**config.mk**
```make
export PLATFORM = sky130hd
export DESIGN_NAME = fetch_queue
export DESIGN_NICKNAME = d
export VERILOG_FILES = /design/src/rtl/fetch_queue_pkg.sv /design/src/rtl/fetch_queue_ram.sv /design/src/rtl/fetch_queue.sv
export SDC_FILE = /design/constraint.sdc
export NUM_CORES = 1
export LEC_CHECK = 0
export CAP_MARGIN = 25
export CORE_ASPECT_RATIO = 0.9
export CORE_MARGIN = 2
export CORE_UTILIZATION = 55
export CTS_CLUSTER_SIZE = 40
export DETAILED_ROUTE_END_ITERATION = 12
export GPL_ROUTABILITY_DRIVEN = 0
export PLACE_DENSITY = 0.8
export REMOVE_ABC_BUFFERS = 1
export SYNTH_ARGS = -nofsm -noshare
export SYNTH_HDL_FRONTEND = slang
export SYNTH_SLANG_ARGS = --single-unit
```
**constraint.sdc**
```tcl
create_clock -name clk -period 7.35 [get_ports clk]
set_clock_uncertainty 0.15 [all_clocks]
set_input_delay 1.1025 -clock clk [delete_from_list [all_inputs] [get_ports clk]]
set_output_delay 1.1025 -clock clk [all_outputs]
set_load 0.02 [all_outputs]
```
**src/rtl/fetch_queue_pkg.sv**
```systemverilog
// Shared defines for the instruction fetch queue: bus widths, NOP encoding,
// fetch sequencing state and pointer sizing helper.
package fetch_queue_pkg;

   localparam int unsigned INST_ADDR_W = 32;
   localparam int unsigned BUS_W       = 32;
   localparam logic [BUS_W-1:0] NOP_INST = '0;
   localparam int unsigned PC_STEP     = 4;

   typedef enum logic {
      FETCH_OFF = 1'b0,
      FETCH_ON  = 1'b1
   } fetch_state_e;

   // Index width for a DEPTH-entry store; a 1-entry store still needs one bit.
   function automatic int unsigned ptr_width(input int unsigned depth);
      return (depth > 1) ? $clog2(depth) : 1;
   endfunction

endpackage

```
**src/rtl/fetch_queue_ram.sv**
```systemverilog
// Entry storage for the fetch queue: DEPTH x WIDTH, one synchronous write
// port and one asynchronous read port.
module fq_ram
   import fetch_queue_pkg::*;
#(
   parameter int unsigned DEPTH = 4,
   parameter int unsigned WIDTH = 64
) (
   input  logic                        clk,
   input  logic                        wr_en_i,
   input  logic [ptr_width(DEPTH)-1:0] wr_addr_i,
   input  logic [WIDTH-1:0]            wr_data_i,
   input  logic [ptr_width(DEPTH)-1:0] rd_addr_i,
   output logic [WIDTH-1:0]            rd_data_o
);

   logic [WIDTH-1:0] mem_q [DEPTH];

   always_ff @(posedge clk) begin
      if (wr_en_i) begin
         mem_q[wr_addr_i] <= wr_data_i;
      end
   end

   assign rd_data_o = mem_q[rd_addr_i];

endmodule

```
**src/rtl/fetch_queue.sv**
```systemverilog
// Instruction fetch queue between a combinational ROM and the ID stage.
// Optional build macro FETCH_DELAY_SLOT_EN keeps one delay-slot entry on a
// taken branch instead of flushing the whole queue.
//
// state     | meaning
// FETCH_OFF | in reset or first cycle after release, no ROM reads
// FETCH_ON  | fetching whenever the queue has room or is draining
module fetch_queue
   import fetch_queue_pkg::*;
#(
   parameter int unsigned       DEPTH    = 4,
   parameter int unsigned       ADDR_W   = INST_ADDR_W,
   parameter int unsigned       INST_W   = BUS_W,
   parameter logic [ADDR_W-1:0] RESET_PC = '0
) (
   input  logic                     clk,
   input  logic                     rst,
   output logic                     rom_ce_o,
   output logic [ADDR_W-1:0]        rom_addr_o,
   input  logic [INST_W-1:0]        rom_data_i,
   input  logic                     stall_i,
   input  logic                     branch_flag_i,
   input  logic [ADDR_W-1:0]        branch_target_address_i,
   output logic                     id_valid_o,
   output logic [ADDR_W-1:0]        id_pc_o,
   output logic [INST_W-1:0]        id_inst_o,
   output logic [$clog2(DEPTH):0]   count_o
);

   localparam int unsigned PTR_W   = ptr_width(DEPTH);
   localparam int unsigned CNT_W   = PTR_W + 1;
   localparam int unsigned ENTRY_W = ADDR_W + INST_W;
   localparam logic [CNT_W-1:0] FULL_CNT = CNT_W'(DEPTH);

   fetch_state_e      fetch_state_q;
   logic [ADDR_W-1:0] pc_q,    pc_d;
   logic [PTR_W-1:0]  head_q,  head_d;
   logic [PTR_W-1:0]  tail_q,  tail_d;
   logic [CNT_W-1:0]  count_q, count_d;

   logic              empty;
   logic              full;
   logic              deq;
   logic              redirect;
   logic              rom_ce;
   logic              wr_en;
   logic [ENTRY_W-1:0] wr_data;
   logic [ENTRY_W-1:0] rd_data;
   logic [ADDR_W-1:0] rd_pc;
   logic [INST_W-1:0] rd_inst;

   always_comb begin
      empty    = (count_q == '0);
      full     = (count_q == FULL_CNT);
      deq      = !empty && !stall_i;
      redirect = deq && branch_flag_i;
      rom_ce   = (fetch_state_q == FETCH_ON) && (!full || deq);

      pc_d    = pc_q;
      head_d  = head_q;
      tail_d  = tail_q;
      count_d = count_q;
      wr_en   = 1'b0;

      if (redirect) begin
         pc_d = branch_target_address_i;
`ifdef FETCH_DELAY_SLOT_EN
         // The entry behind the branch is the delay slot; if it is not queued
         // yet, it is the word being read from ROM right now.
         if (count_q >= CNT_W'(2)) begin
            head_d  = head_q + PTR_W'(1);
            tail_d  = head_q + PTR_W'(1) + PTR_W'(1);
            count_d = CNT_W'(1);
         end else if (rom_ce) begin
            wr_en   = 1'b1;
            head_d  = tail_q;
            tail_d  = tail_q + PTR_W'(1);
            count_d = CNT_W'(1);
         end else begin
            head_d  = tail_q;
            count_d = '0;
         end
`else
         head_d  = tail_q;
         count_d = '0;
`endif
      end else begin
         if (deq) begin
            head_d = head_q + PTR_W'(1);
         end
         if (rom_ce) begin
            wr_en  = 1'b1;
            tail_d = tail_q + PTR_W'(1);
            pc_d   = pc_q + ADDR_W'(PC_STEP);
         end
         unique case ({rom_ce, deq})
            2'b10:   count_d = count_q + CNT_W'(1);
            2'b01:   count_d = count_q - CNT_W'(1);
            default: count_d = count_q;
         endcase
      end
   end

   always_ff @(posedge clk or negedge rst) begin
      if (!rst) begin
         fetch_state_q <= FETCH_OFF;
         pc_q          <= RESET_PC;
         head_q        <= '0;
         tail_q        <= '0;
         count_q       <= '0;
      end else begin
         fetch_state_q <= FETCH_ON;
         pc_q          <= pc_d;
         head_q        <= head_d;
         tail_q        <= tail_d;
         count_q       <= count_d;
      end
   end

   assign wr_data = {pc_q, rom_data_i};

   fq_ram #(
      .DEPTH (DEPTH),
      .WIDTH (ENTRY_W)
   ) u_fq_ram (
      .clk       (clk),
      .wr_en_i   (wr_en),
      .wr_addr_i (tail_q),
      .wr_data_i (wr_data),
      .rd_addr_i (head_q),
      .rd_data_o (rd_data)
   );

   assign rd_pc   = rd_data[ENTRY_W-1:INST_W];
   assign rd_inst = rd_data[INST_W-1:0];

   // An empty queue presents a NOP at PC 0 so ID never sees stale storage.
   assign rom_ce_o   = rom_ce;
   assign rom_addr_o = pc_q;
   assign id_valid_o = !empty;
   assign id_pc_o    = empty ? '0 : rd_pc;
   assign id_inst_o  = empty ? INST_W'(NOP_INST) : rd_inst;
   assign count_o    = count_q;

endmodule
```
# Word level (Yosys, flattened, before mapping)
# Memories as Yosys holds them, arrays and structs flattened.
# Cells that the tools add are included.
# W data, S select, Z words.
dict set report totals {
  register_bits 40
  ram_bits 256
  input_bits 68
  output_inout_bits 101
  word_cells 39
  n_memories 1
}
# name depth word_bits read_ports rd_clocked_by_memory_dff write_ports line
set mem_list {}
lappend mem_list {u_fq_ram.mem_q 4 64 1 0 1 fetch_queue_ram.sv:17} ;# logic [WIDTH-1:0] mem_q [DEPTH];
dict set report op_classes {
  n_addsub 5
  n_eq_ne 3
  muxes 12
  n_bitwise 1
  n_reduce_logical 12
}
# operator count
set ops {}
lappend ops {{$mux W32} 4}
lappend ops {{$add A32 B3 Y32 const B} 1}
lappend ops {{$pmux W3 S2} 1}
lappend ops {{$add A2 B1 Y2 const B} 2}
lappend ops {{$mux W1} 4}
lappend ops {{$mux W2} 2}
lappend ops {{$reduce_bool A2 Y1} 2}
lappend ops {{$add A3 B1 Y3 const B} 1}
lappend ops {{$eq A3 B3 Y1 const B} 1}
lappend ops {{$logic_and A1 B1 Y1} 3}
lappend ops {{$logic_not A1 Y1} 3}
lappend ops {{$logic_not A3 Y1} 1}
lappend ops {{$mux W3} 1}
lappend ops {{$reduce_bool A3 Y1} 1}
lappend ops {{$sub A3 B1 Y3 const B} 1}
lappend ops {{$eq A2 B1 Y1 const B} 1}
lappend ops {{$eq A2 B2 Y1 const B} 1}
lappend ops {{$reduce_and A2 Y1} 1}
lappend ops {{$logic_or A1 B1 Y1} 1}
lappend ops {{$not A1 Y1} 1}

# Logic depth before layout (Yosys ltp)
dict set report depth {
  ltp_word 9
  mapped_depth 6
  mapped_depth_nobuf 6
}

# Cells and area by module
# A second synthesis with hierarchy kept.
dict set report hier_totals {
  cells_unflattened 654
  hier_area_um2 12016.5
}
# module n_inst cells_each area_per_inst_um2 seq_area_each_um2
set by_module_without_submodules {}
lappend by_module_without_submodules {fq_ram 1 338 9341.5 7687.4}
lappend by_module_without_submodules {fetch_queue 1 316 2675.1 1001.0}

# Worst setup path after synthesis
# No wires, ideal clock.
dict set report synth_path {
  path_type {input -> register}
  startpoint {input stall_i}
  endpoint {memory u_fq_ram.mem_q[0][0], enable pin}
  t_arrival_ps 2983
  required_time_ps 6771
  slack_ps 3788
  stages 2
  path_buffers 0
  path_cell_list {o211ai_1 -> and3_1}
}
dict set report synth_between {
  elab_chain_len 8
  word_cells_on_any_way 9
  classes_between {mux (4); reduce/logical (5)}
}
# item line
set synth_rtl {}
lappend synth_rtl {{start: declaration} fetch_queue.sv:21} ;# input logic stall_i,
lappend synth_rtl {{$logic_not A1 Y1 *} fetch_queue.sv:55} ;# deq = !empty && !stall_i;
lappend synth_rtl {{$logic_and A1 B1 Y1 *} fetch_queue.sv:55}
lappend synth_rtl {{$logic_or A1 B1 Y1} fetch_queue.sv:57} ;# rom_ce = (fetch_state_q == FETCH_ON) && (!full || deq);
lappend synth_rtl {{$logic_and A1 B1 Y1} fetch_queue.sv:57}
lappend synth_rtl {{$mux W1} fetch_queue.sv:91} ;# if (rom_ce) begin
lappend synth_rtl {{$mux W1 *} fetch_queue.sv:65} ;# if (redirect) begin
lappend synth_rtl {{$mux W1 *} fetch_queue_ram.sv:20} ;# if (wr_en_i) begin
lappend synth_rtl {{$mux W1 (not written as such) *} fetch_queue_ram.sv:21} ;# mem_q[wr_addr_i] <= wr_data_i;
lappend synth_rtl {{end: declaration} fetch_queue_ram.sv:17}
# Mark *: on every way between the ends. The rest lies on a longest branch, timed or not.

# Worst setup path in the final report
dict set report layout_path {
  startpoint {register head_q[0]}
  endpoint {output id_inst_o[27]}
}
dict set report layout_between {
  elab_chain_len 2
}
# item line
set layout_rtl {}
lappend layout_rtl {{start: declaration} fetch_queue.sv:37} ;# logic [PTR_W-1:0] head_q, head_d;
lappend layout_rtl {{start signal: assignment} fetch_queue.sv:108} ;# head_q <= '0;
lappend layout_rtl {{start signal: assignment} fetch_queue.sv:114} ;# head_q <= head_d;
lappend layout_rtl {{$mem_v2 Z4 W64} n/a}
lappend layout_rtl {{$mux W32} fetch_queue.sv:142} ;# assign id_inst_o = empty ? INST_W'(NOP_INST) : rd_inst;
lappend layout_rtl {{end: declaration} fetch_queue.sv:26} ;# output logic [INST_W-1:0] id_inst_o,
# Every way passes these cells.

==> results.yml <==
cts:
  hold_buffers: 0
  cts.clk_slew.worst_paths_ns: 0.06
  cts-htree-levels: 1
  cts_sinks: 296
  cts_buffers: 30
  cts_tree: "built"
  postCtsSetupBuffers: 0
  cts_buffer_depth: 3
  clock_latency_ns: 0.54
  cts_resized: 0
  cts_root_buf: "clkbuf_16"
timing:
  slew-limit-headroom_pct: 32.2
  finalSetupTns_ns: 0
  setup_viol: 0
  finalHoldViolations: 0
  worst_pin_slew_ns: 1.02
  rsz0062_at_grt: "no"
  fmax_mhz: 212
  layout_min_cycle_time_ns: 4.71
  fin_crit_sh_pct: 64.0
  report.final.slew_viol_count: 0
global_route:
  grt_usage_pct: 22.5
  grt_max_degree: 68
  grt_pass1_wl_um: 39700
  overflow: 0
  grt_pass1_vias: 6940
  antenna_found_initial: 0
die:
  coreArea_mm2: 0.0215
  num_rows: 51
  die_h_um: 144
  design.die.area_mm2: 0.0230
  die_w_um: 160
  start_util_pct: 55.8
  io_pins: 169
drt:
  antenna_left: 0
  post_drt_wl_per_cell_um: 22.2
  drtIter0Drc: 614
  vias_per_cell: 5.82
  dr_total_vias: 6722
  wirelength_um: 25700
  detail_route.first_pass.iterations: 5
  drcViolationCount: 0
min_path:
  hold_path.class: "input pin to async pin"
finish:
  fillers: 1384
  diodes: 0
  final_area_mm2: 0.0149
  area_growth_pct: 24.4
  layout.nets: 916
  layout-drive-gt1-share_pct: 14.7
power_and_ir_drop:
  p_int_w: 0.00441
  clkPwrFrac_pct: 20.9
  pwr-share-comb_pct: 38.0
  cellLeakagePower_nw: 4.93
  power.share.switching_pct: 34.1
  p_seq_share_pct: 41.1
  irDropWorstVdd_mv: 0.351
  switchingPower_w: 0.00228
  powerDensity_mw_per_mm2: 448
logic_synthesis:
  synth.largest_area_cell: "edfxtp_1"
  synth-seq-area-share_pct: 72.4
  avgSynthCellArea_um2: 17.9
  postSynthCellCount: 669
  synth_edf_count: 256
  ys_ff_latch: 296
  yosys.cell_types.count: 37
  yosys_warnings: 0
  synth_common_cells: "256 x edfxtp_1, 67 x and2_1, 64 x mux4_2, 47 x nand2_1, 40 x dfrtp_1"
  syn_area_mm2: 0.0120
  yosysTopAreaCellShare_pct: 64.1
  yosysMostFrequentCell: "edfxtp_1"
  synth_flop_cell: "edfxtp_1"
  ys_async_sr_fraction_pct: 13.5
  synthTopCellsByArea: "edfxtp_1 64%, mux4_2 12%, dfrtp_1 8.3%, and2_1 3.5%, xnor2_1 1.8%"
placement:
  numPortBuffers: 168
  dp_hpwl_um: 15000
  place_area_mm2: 0.0140
setup_path:
  critPathKind: "flip-flop to output pin"
  required_ns: 6.10
  start_kind: "flip-flop"
  worstPathArrival_ns: 3.45
  critPathMaxFanout: 41
  critPathCaptureType: "output pin"
job:
  drv_cap: 0
run_status:
  status: "finished, final reports clean"
worst max-delay path, cell delays in order, from the launching register on:
cell and delay, ns:
dfrtp_4 0.77, buf_4 0.77, mux4_2 0.60, and2_1 0.20, clkdlybuf4s50_1 0.56
sequential cells by signal, indices dropped and copies added (netlist names):
| signal | count |
|---|---|
| fetch_state_q | 1 |
| count_o | 3 |
| head_q | 2 |
| rom_addr_o | 32 |
| tail_q | 2 |
| u_fq_ram.mem_q | 256 |
routing by layer:
| layer | track usage [%] | vias up | routed length (um) |
|---|---|---|---|
| li1 | - | 2950 | - |
| met1 | 32.0 | 3433 | 10900 |
| met4 | 5.02 | 0 | 423 |
| met2 | 37.5 | 302 | 12700 |
| met5 | 0 | - | 0 |
| met3 | 3.93 | 37 | 1730 |
cell usage in the layout, fill, tap and decap left out, types with 6 or more instances in the layout:
cell | Yosys | routed
clkbuf_16 | 0 | 31
o21ai_0 | 26 | 26
and2_1 | 67 | 67
edfxtp_1 | 256 | 256
clkdlybuf4s50_1 | 0 | 167
nor2_1 | 12 | 12
nand4_1 | 7 | 7
nor3_1 | 11 | 10
a21oi_1 | 7 | 7
and4_1 | 6 | 6
nand3_1 | 14 | 14
mux4_2 | 64 | 64
xnor2_1 | 25 | 25
clkbuf_1 | 20 | 10
nand2_1 | 47 | 47
dfrtp_1 | 40 | 38
through the flow:
stage / util [%] / power [W] / hold slack [ns] / setup WS [ns] / instances
final: 69.4 / 0.00669 / 0.216 / 2.64 / 1155
after global routing: 69.4 / 0.00699 / 0.209 / 2.39 / 1155
after CTS: 69.2 / 0.00673 / 0.407 / 2.53 / 1153
after detailed placement: 65.0 / 0.00533 / 0.394 / 3.10 / 1099
after global placement: 64.9 / 0.00522 / 0.367 / 3.16 / 1097
after floorplan: - / 0.00412 / 0.442 / 2.61 / 636
power by group through the flow:
| stage | clock network [W] | logic, W | registers [W] |
|---|---|---|---|
| after floorplan | 0 | 0.00133 | 0.00279 |
| after global placement | 0 | 0.00248 | 0.00274 |
| after detailed placement | 0 | 0.00254 | 0.00278 |
| after CTS | 0.00142 | 0.00256 | 0.00275 |
| after global routing | 0.00148 | 0.00270 | 0.00281 |
| final | 0.00140 | 0.00254 | 0.00275 |
worst paths after layout:
kind / slack, ns / to / cells after the start / startpoint
worst min-delay path: 0.22 / rom_addr_o[30]$_DFFE_PN0P_ / 1 / rst
max in group asynchronous: 6.38 / head_q[0]$_DFFE_PN0P_ / 2 / rst
worst max register to register: 4.00 / u_fq_ram.mem_q[2][15]$_DFFE_PP_ / 4 / count_o[0]$_DFFE_PN0P_
worst max-delay path: 2.64 / id_inst_o[27] / 4 / head_q[0]$_DFFE_PN0P_
min in group clk: 0.41 / count_o[2]$_DFFE_PN0P_ / 1 / count_o[2]$_DFFE_PN0P_
worst min register to register: 0.41 / count_o[2]$_DFFE_PN0P_ / 1 / count_o[2]$_DFFE_PN0P_
logic make-up (layout without fill, tap and decap cells):
| logic type | after synthesis | after routing | share of synthesized area, % |
|---|---|---|---|
| AND/OR/NAND/NOR | 184 | 184 | 8.85 |
| other | 1 | 1 | 0.0312 |
| AO/OA/AOI/OAI | 43 | 43 | 1.93 |
| XOR/XNOR | 30 | 30 | 2.19 |
| adder cells (fa/ha/maj) | 6 | 6 | 0.688 |
| buffers and inverters | 39 | 234 | 1.38 |
| multiplexers | 70 | 70 | 12.5 |
| flip-flops | 296 | 296 | 72.4 |
layout make-up:
class / instances / area [um^2] / area share (%)
Clock buffer: 41 / 813 / 5.45
Clock inverter: 13 / 95.1 / 0.637
Inverter: 6 / 22.5 / 0.151
Multi-Input combinational cell: 334 / 3170 / 21.2
Sequential cell: 296 / 8700 / 58.2
Tap cell: 291 / 364 / 2.44
Timing Repair Buffer: 174 / 1770 / 11.9
No activity file was read; power rests on OpenSTA's default activity.
